==> config.mk <==
export PLATFORM = sky130hd
export DESIGN_NAME = bmp_stream_loader
export DESIGN_NICKNAME = d
export VERILOG_FILES = /design/src/rtl/bmp_stream_loader.sv
export SDC_FILE = /design/constraint.sdc
export NUM_CORES = 1
export LEC_CHECK = 0
export ABC_AREA = 1
export BUFFER_PORTS_ARGS = -buffer_cell sky130_fd_sc_hd__clkbuf_2
export CAP_MARGIN = 20
export CORE_AREA = 2 2 322 324
export CTS_CLUSTER_DIAMETER = 200
export DETAILED_ROUTE_END_ITERATION = 7
export DIE_AREA = 0 0 324 326
export SLEW_MARGIN = 20
export SYNTH_ARGS = -nofsm -noshare
export SYNTH_HDL_FRONTEND = slang
export SYNTH_SLANG_ARGS = --single-unit
==> constraint.sdc <==
create_clock -name clk_sys -period 13.7 [get_ports clk_sys]
set_clock_uncertainty 0.15 [all_clocks]
set_input_delay 4.11 -clock clk_sys [delete_from_list [all_inputs] [get_ports clk_sys]]
set_output_delay 4.11 -clock clk_sys [all_outputs]
set_load 0.1 [all_outputs]
==> src/rtl/bmp_stream_loader.sv <==
// Parses a BMP download from data_io and writes its pixel bytes to sdram port1 as 16-bit words.
// One write in flight at a time; pushes are never stalled, so a full queue drops the word and flags bmp_error.

module bmp_stream_fifo #(
  parameter int W     = 8,
  parameter int DEPTH = 4
) (
  input  logic         clk_sys,
  input  logic         reset_n,
  input  logic         clr,
  input  logic         push_vld,
  input  logic [W-1:0] push_dat,
  input  logic         pop_vld,
  output logic [W-1:0] head_dat,
  output logic [W-1:0] next_dat,
  output logic         empty,
  output logic         full,
  output logic         two_plus
);
  localparam int AW = $clog2(DEPTH);

  logic [W-1:0]  mem [DEPTH];
  logic [AW:0]   wr_ptr;
  logic [AW:0]   rd_ptr;
  logic [AW:0]   occ;
  logic [AW-1:0] rd_nxt;
  logic          do_push;
  logic          do_pop;

  assign occ      = wr_ptr - rd_ptr;
  assign empty    = (occ == '0);
  assign full     = (occ == (AW+1)'(DEPTH));
  assign two_plus = (occ >= (AW+1)'(2));
  assign do_pop   = pop_vld && !empty;
  // a push into a full queue still lands when the head leaves in the same cycle
  assign do_push  = push_vld && (!full || do_pop);
  assign rd_nxt   = rd_ptr[AW-1:0] + AW'(1);
  assign head_dat = mem[rd_ptr[AW-1:0]];
  assign next_dat = mem[rd_nxt];

  always_ff @(posedge clk_sys or negedge reset_n) begin
    if (!reset_n) begin
      wr_ptr <= '0;
      rd_ptr <= '0;
    end else if (clr) begin
      wr_ptr <= '0;
      rd_ptr <= '0;
    end else begin
      if (do_push) wr_ptr <= wr_ptr + (AW+1)'(1);
      if (do_pop)  rd_ptr <= rd_ptr + (AW+1)'(1);
    end
  end

  always_ff @(posedge clk_sys) begin
    if (do_push) mem[wr_ptr[AW-1:0]] <= push_dat;
  end
endmodule

module bmp_stream_loader #(
  parameter int ADDR_W     = 23,
  parameter int FIFO_DEPTH = 4,
  parameter int HDR_MIN    = 30
) (
  input  logic              clk_sys,
  input  logic              reset_n,
  input  logic              ioctl_download,
  input  logic              ioctl_wr,
  input  logic [24:0]       ioctl_addr,
  input  logic [7:0]        ioctl_dout,
  output logic              mem_req,
  input  logic              mem_ack,
  output logic [ADDR_W-1:0] mem_a,
  output logic [15:0]       mem_d,
  output logic [1:0]        mem_ds,
  output logic              mem_we,
  output logic [23:0]       data_start,
  output logic [15:0]       bmp_width,
  output logic [15:0]       bmp_height,
  output logic              bmp_loaded,
  output logic              bmp_error
);
  typedef enum logic [2:0] {
    S_IDLE, S_HEADER, S_PIXELS, S_DRAIN, S_DONE, S_ERROR
  } state_t;

  typedef struct packed {
    logic [ADDR_W-1:0] addr;
    logic [15:0]       dat;
    logic [1:0]        ds;
  } wr_ent_t;

  state_t      state;
  state_t      state_nxt;
  logic        dl_q;
  logic        wr_q;
  logic        dl_rise;
  logic        dl_fall;
  logic        take;
  logic        addr_err;
  logic        hdr_byte;
  logic        hdr_err;
  logic        hdr_done;
  logic        pix_byte;
  logic        in_rng;
  logic        pix_push;
  logic        flush_push;
  logic        push_vld;
  logic        ovf;
  logic [24:0] byte_cnt;
  logic [24:0] off;
  logic [31:0] off_w;
  logic [31:0] limit;
  logic [31:0] area;
  logic [7:0]  bpp_lo;

  logic              pend_vld;
  logic [7:0]        pend_dat;
  logic [ADDR_W-1:0] pend_addr;

  wr_ent_t push_dat;
  wr_ent_t head_dat;
  wr_ent_t next_dat;
  wr_ent_t issue_dat;
  logic    q_empty;
  logic    q_full;
  logic    q_two_plus;
  logic    ack_eq;
  logic    hd_issued;
  logic    pop;
  logic    issue;
  logic    issue_en;

  assign dl_rise  = ioctl_download && !dl_q;
  assign dl_fall  = !ioctl_download && dl_q;
  assign take     = ioctl_wr && !wr_q && ioctl_download && !dl_rise &&
                    (state == S_HEADER || state == S_PIXELS);
  assign addr_err = take && (ioctl_addr != byte_cnt);
  assign hdr_byte = take && (state == S_HEADER) && !addr_err;
  assign hdr_done = hdr_byte && (byte_cnt == 25'd29) && !hdr_err;
  assign pix_byte = take && (state == S_PIXELS) && !addr_err;

  assign off    = ioctl_addr - {1'b0, data_start};
  assign off_w  = {7'b0, off};
  assign in_rng = (ioctl_addr >= {1'b0, data_start}) && (off_w < limit);
  assign area   = 32'(bmp_width) * 32'(bmp_height);

  assign pix_push   = pix_byte && in_rng && off[0];
  assign flush_push = dl_fall && (state == S_PIXELS) && pend_vld;
  assign push_vld   = pix_push || flush_push;

  always_comb begin
    hdr_err = 1'b0;
    case (byte_cnt)
      25'd0:                  hdr_err = (ioctl_dout != 8'h42);
      25'd1:                  hdr_err = (ioctl_dout != 8'h4D);
      25'd13, 25'd24, 25'd25: hdr_err = (ioctl_dout != 8'h00);
      25'd29:                 hdr_err = ({ioctl_dout, bpp_lo} != 16'd32) ||
                                        (data_start < 24'(HDR_MIN));
      default:                hdr_err = 1'b0;
    endcase
  end

  always_comb begin
    push_dat = '0;
    if (pix_push) begin
      push_dat.addr = off_w[ADDR_W:1];
      push_dat.dat  = {ioctl_dout, pend_dat};
      push_dat.ds   = 2'b11;
    end else begin
      push_dat.addr = pend_addr;
      push_dat.dat  = {8'h00, pend_dat};
      push_dat.ds   = 2'b01;
    end
  end

  bmp_stream_fifo #(
    .W     ($bits(wr_ent_t)),
    .DEPTH (FIFO_DEPTH)
  ) u_fifo (
    .clk_sys  (clk_sys),
    .reset_n  (reset_n),
    .clr      (dl_rise),
    .push_vld (push_vld),
    .push_dat (push_dat),
    .pop_vld  (pop),
    .head_dat (head_dat),
    .next_dat (next_dat),
    .empty    (q_empty),
    .full     (q_full),
    .two_plus (q_two_plus)
  );

  // the head stays queued until acked; on that ack the next entry can go out at once
  assign ack_eq    = (mem_req == mem_ack);
  assign pop       = hd_issued && ack_eq;
  assign ovf       = push_vld && q_full && !pop;
  assign issue     = issue_en && ack_eq && !dl_rise && (hd_issued ? q_two_plus : !q_empty);
  assign issue_dat = hd_issued ? next_dat : head_dat;

  always_ff @(posedge clk_sys or negedge reset_n) begin
    if (!reset_n) begin
      dl_q       <= 1'b0;
      wr_q       <= 1'b0;
      byte_cnt   <= '0;
      data_start <= '0;
      bmp_width  <= '0;
      bmp_height <= '0;
      bpp_lo     <= '0;
      limit      <= '0;
      pend_vld   <= 1'b0;
      pend_dat   <= '0;
      pend_addr  <= '0;
    end else begin
      dl_q <= ioctl_download;
      wr_q <= ioctl_wr;
      if (dl_rise) begin
        byte_cnt   <= '0;
        data_start <= '0;
        bmp_width  <= '0;
        bmp_height <= '0;
        bpp_lo     <= '0;
        limit      <= '0;
        pend_vld   <= 1'b0;
      end else begin
        if (take) byte_cnt <= byte_cnt + 25'd1;
        if (hdr_byte) begin
          case (byte_cnt)
            25'd10:  data_start[7:0]   <= ioctl_dout;
            25'd11:  data_start[15:8]  <= ioctl_dout;
            25'd12:  data_start[23:16] <= ioctl_dout;
            25'd18:  bmp_width[7:0]    <= ioctl_dout;
            25'd19:  bmp_width[15:8]   <= ioctl_dout;
            25'd22:  bmp_height[7:0]   <= ioctl_dout;
            25'd23:  bmp_height[15:8]  <= ioctl_dout;
            25'd28:  bpp_lo            <= ioctl_dout;
            default: ;
          endcase
        end
        if (hdr_done) limit <= area << 2;
        if (pix_push || flush_push) begin
          pend_vld <= 1'b0;
        end else if (pix_byte && in_rng && !off[0]) begin
          pend_vld  <= 1'b1;
          pend_dat  <= ioctl_dout;
          pend_addr <= off_w[ADDR_W:1];
        end
      end
    end
  end

  always_ff @(posedge clk_sys or negedge reset_n) begin
    if (!reset_n) begin
      mem_req   <= 1'b0;
      mem_we    <= 1'b0;
      mem_a     <= '0;
      mem_d     <= '0;
      mem_ds    <= '0;
      hd_issued <= 1'b0;
    end else if (issue) begin
      mem_a     <= issue_dat.addr;
      mem_d     <= issue_dat.dat;
      mem_ds    <= issue_dat.ds;
      mem_req   <= ~mem_req;
      mem_we    <= 1'b1;
      hd_issued <= 1'b1;
    end else begin
      if (ack_eq) mem_we <= 1'b0;
      if (pop || dl_rise) hd_issued <= 1'b0;
    end
  end

  always_ff @(posedge clk_sys or negedge reset_n) begin
    if (!reset_n) state <= S_IDLE;
    else          state <= state_nxt;
  end

  always_comb begin
    state_nxt = state;
    if (dl_rise) begin
      state_nxt = S_HEADER;
    end else begin
      case (state)
        S_HEADER: begin
          if (addr_err || (hdr_byte && hdr_err) || dl_fall) state_nxt = S_ERROR;
          else if (hdr_done)                                state_nxt = S_PIXELS;
        end
        S_PIXELS: begin
          if (addr_err || ovf) state_nxt = S_ERROR;
          else if (dl_fall)    state_nxt = S_DRAIN;
        end
        S_DRAIN: begin
          if (q_empty && ack_eq) state_nxt = S_DONE;
        end
        default: state_nxt = state;
      endcase
    end
  end

  always_comb begin
    bmp_loaded = (state == S_DONE);
    bmp_error  = (state == S_ERROR);
    issue_en   = (state != S_ERROR);
  end
endmodule
==> impl_metrics.env <==
export IMPL_synth_area_leaders="dfrtp_1 (19%), edfxtp_1 (18%), fa_1 (14%), nand2_1 (13%), inv_1 (7.3%)"
export IMPL_nFillCells=10900
export IMPL_row_count=118
export IMPL_powerDensity_nw_per_um2=192
export IMPL_crit_arrival_ns=8.73
export IMPL_routed_via_count=22300
export IMPL_synth_warning_count=0
export IMPL_total_power_mw=5.91
export IMPL_grt_pass1_wl_um=128000
export IMPL_clockRootBuffer="clkbuf_16"
export IMPL_syn_avg_cell_area_um2=8.37
export IMPL_tightest_slew_ns=1.10
export IMPL_clk_latency_ns=0.55
export IMPL_ys_seq_elements=366
export IMPL_holdCritPathClass="reg2reg"
export IMPL_synth_cell_types=59
export IMPL_holdBufCountCts=0
export IMPL_fmax_mhz=115
export IMPL_tritoncts="built"
export IMPL_synth_cells=3274
export IMPL_finalSetupViolations=0
export IMPL_setup_ws_ns=5.00
export IMPL_critPathCaptureType="flop"
export IMPL_netlist_area_um2=27400
export IMPL_wire_per_inst_um=17.4
export IMPL_drt_pass1_iterations=6
export IMPL_synth_seq_area_share=0.363
export IMPL_critPathRequiredTime_ns=13.72
export IMPL_synth_top_cell_area_share=0.188
export IMPL_outcome="completed"
export IMPL_io_pins=139
export IMPL_startpoint_type="input port"
export IMPL_ctsResizeCount=0
export IMPL_ctsHtreeMaxLevel=2
export IMPL_synth_edf_count=160
export IMPL_rsz0062_at_grt="no"
export IMPL_viasPerCell=4.71
export IMPL_cts_sinks=366
export IMPL_p_leak_nw=14.6
export IMPL_drive_above_1_share=0.0960
export IMPL_critPathSlowestCell="buf_4"
export IMPL_path_common_cell="nand2_1"
export IMPL_slew_headroom=0.269
export IMPL_coreArea_um2=103000
export IMPL_drv_slew=0
export IMPL_finalCritPeriodShare=0.635
export IMPL_synth_fp_nets=3658
export IMPL_numCtsBuffers=38
export IMPL_grt_pass1_vias=21800
export IMPL_peakVddDrop_mv=0.154
export IMPL_max_stage_delay_ns=0.54
export IMPL_finalCriticalPeriod_ns=8.70
export IMPL_layout_commonest_cell="nand2_1"
export IMPL_die_area_um2=106000
export IMPL_synth_flop_cell="dfrtp_1"
export IMPL_setup_tns_ns=0
export IMPL_place_congestion=0.890
export IMPL_antenna_found_initial=3
export IMPL_port_buffer_count=138
export IMPL_start_util=0.267
export IMPL_drt_iter0_drc=2122
export IMPL_hpwl_um=59400
export IMPL_grt_overflow_total=0
export IMPL_hold_viol=0
export IMPL_synth_area_leader_cell="dfrtp_1"
export IMPL_die_w_um=324
export IMPL_grt_max_degree=83
export IMPL_maxCapViolations=0
export IMPL_final_antenna_net_count=0
export IMPL_synthArstFlopShare=0.563
export IMPL_wl_um=82200
export IMPL_drc=0
export IMPL_syn2layout_area_growth_pct=12.1
export IMPL_grt_use_total=0.156
export IMPL_die_h_um=326
export IMPL_cts_path_max_buffers=3
export IMPL_cts_reportedPaths_clkPinSlew_ns=0.06
export IMPL_place_ws_ns=4.49
export IMPL_final_cell_mix="nand2_1 (919), inv_1 (531), a21oi_1 (237)"
export IMPL_path_max_fanout=56
export IMPL_crit_type="in2reg"
export IMPL_final_net_count=3709
export IMPL_cts_setup_buffers=0
## cell families after synthesis
logic type,after synthesis,share of synthesized area
fa+ha+maj,346,0.211
xor+xnor,56,0.0179
flops,366,0.363
simple gates,1189,0.177
buf+inv,710,0.101
compound gates,607,0.130
## path summary, 6_finish.rpt
| kind | from | to | slack, ns | cells past startpoint |
|---|---|---|---|---|
| setup / recovery | ioctl_addr[0] | u_fifo.mem[0][22] | 5.00 | 31 |
| hold / removal | mem_a[8] | mem_a[8] | 0.33 | 2 |
| setup reg to reg | bmp_width[10] | limit[28] | 6.85 | 23 |
| hold reg to reg | mem_a[8] | mem_a[8] | 0.33 | 2 |
| max in group asynchronous | reset_n | limit[14] | 7.72 | 3 |
| min in group asynchronous | reset_n | mem_a[17] | 3.40 | 1 |
## per-stage QoR
step                hold slack (ns)  cell area (um^2)  instances  utilization
global placement              0.316             29500       4665        0.287
finish                        0.327             30700       4736        0.300
CTS                           0.329             30700       4734        0.299
detailed placement            0.315             29500       4665        0.287
floorplan                     0.302             27400       3274            -
global route                  0.344             30700       4735        0.300
## registers in the layout, summed over array words and instances (netlist names)
signal / flops
pend_dat: 8
mem_ds: 2
hd_issued: 1
mem_d: 16
state: 3
u_fifo.mem: 160
wr_q: 1
bpp_lo: 8
u_fifo.rd_ptr: 3
pend_vld: 1
mem_we: 1
pend_addr: 23
bmp_height: 16
u_fifo.wr_ptr: 3
byte_cnt: 25
bmp_width: 16
dl_q: 1
limit: 30
data_start: 24
mem_a: 23
mem_req: 1
## metal layers
layer  vias up  global-route usage  part of all wire
met5         -                   0           0.00033
met4         4              0.0341             0.019
met3       105              0.0297             0.080
met2       819               0.236              0.43
met1     10800               0.229              0.47
li1      10600                   -                 -
## area by class of cell
cell class | count | area, um^2 | area share
antenna | 2 | 5.00 | 0.000163
tap | 1380 | 1730 | 0.0562
clock buffer | 54 | 1050 | 0.0342
timing repair buffer | 176 | 986 | 0.0321
sequential | 366 | 9960 | 0.324
clock inverter | 15 | 208 | 0.00676
inverter | 545 | 2050 | 0.0666
multi-input combinational | 2198 | 14700 | 0.480
## power by group
part / leakage, nW / internal, mW / total [mW] / switching [mW]
Sequential: 3.96 / 1.24 / 1.36 / 0.122
Clock: 0.602 / 0.616 / 1.07 / 0.452
Combinational: 10.0 / 0.975 / 3.48 / 2.50
Total: 14.6 / 2.83 / 5.91 / 3.08
## critical path: cells and delay by family
kind,cells,cell delay [ns]
adder cells (fa/ha/maj),3,0.91
buffers and inverters,7,1.22
AO/OA/AOI/OAI,4,0.87
AND/OR/NAND/NOR,17,1.57
## cell usage after synthesis, types with 20 or more instances
master and instances:
o21ai_2 31, o21ai_0 178, o22ai_1 20, xor2_1 27
nand2_1 920, a221oi_1 41, fa_1 195, xnor2_1 29
nand3_1 53, nand4_1 21, dfrtp_1 206, a21oi_1 238
nor3_1 29, nor2_1 118, edfxtp_1 160, clkbuf_1 140
a211oi_1 42, inv_1 533, ha_1 151
Note: power is estimated with default switching activity, not from simulation.
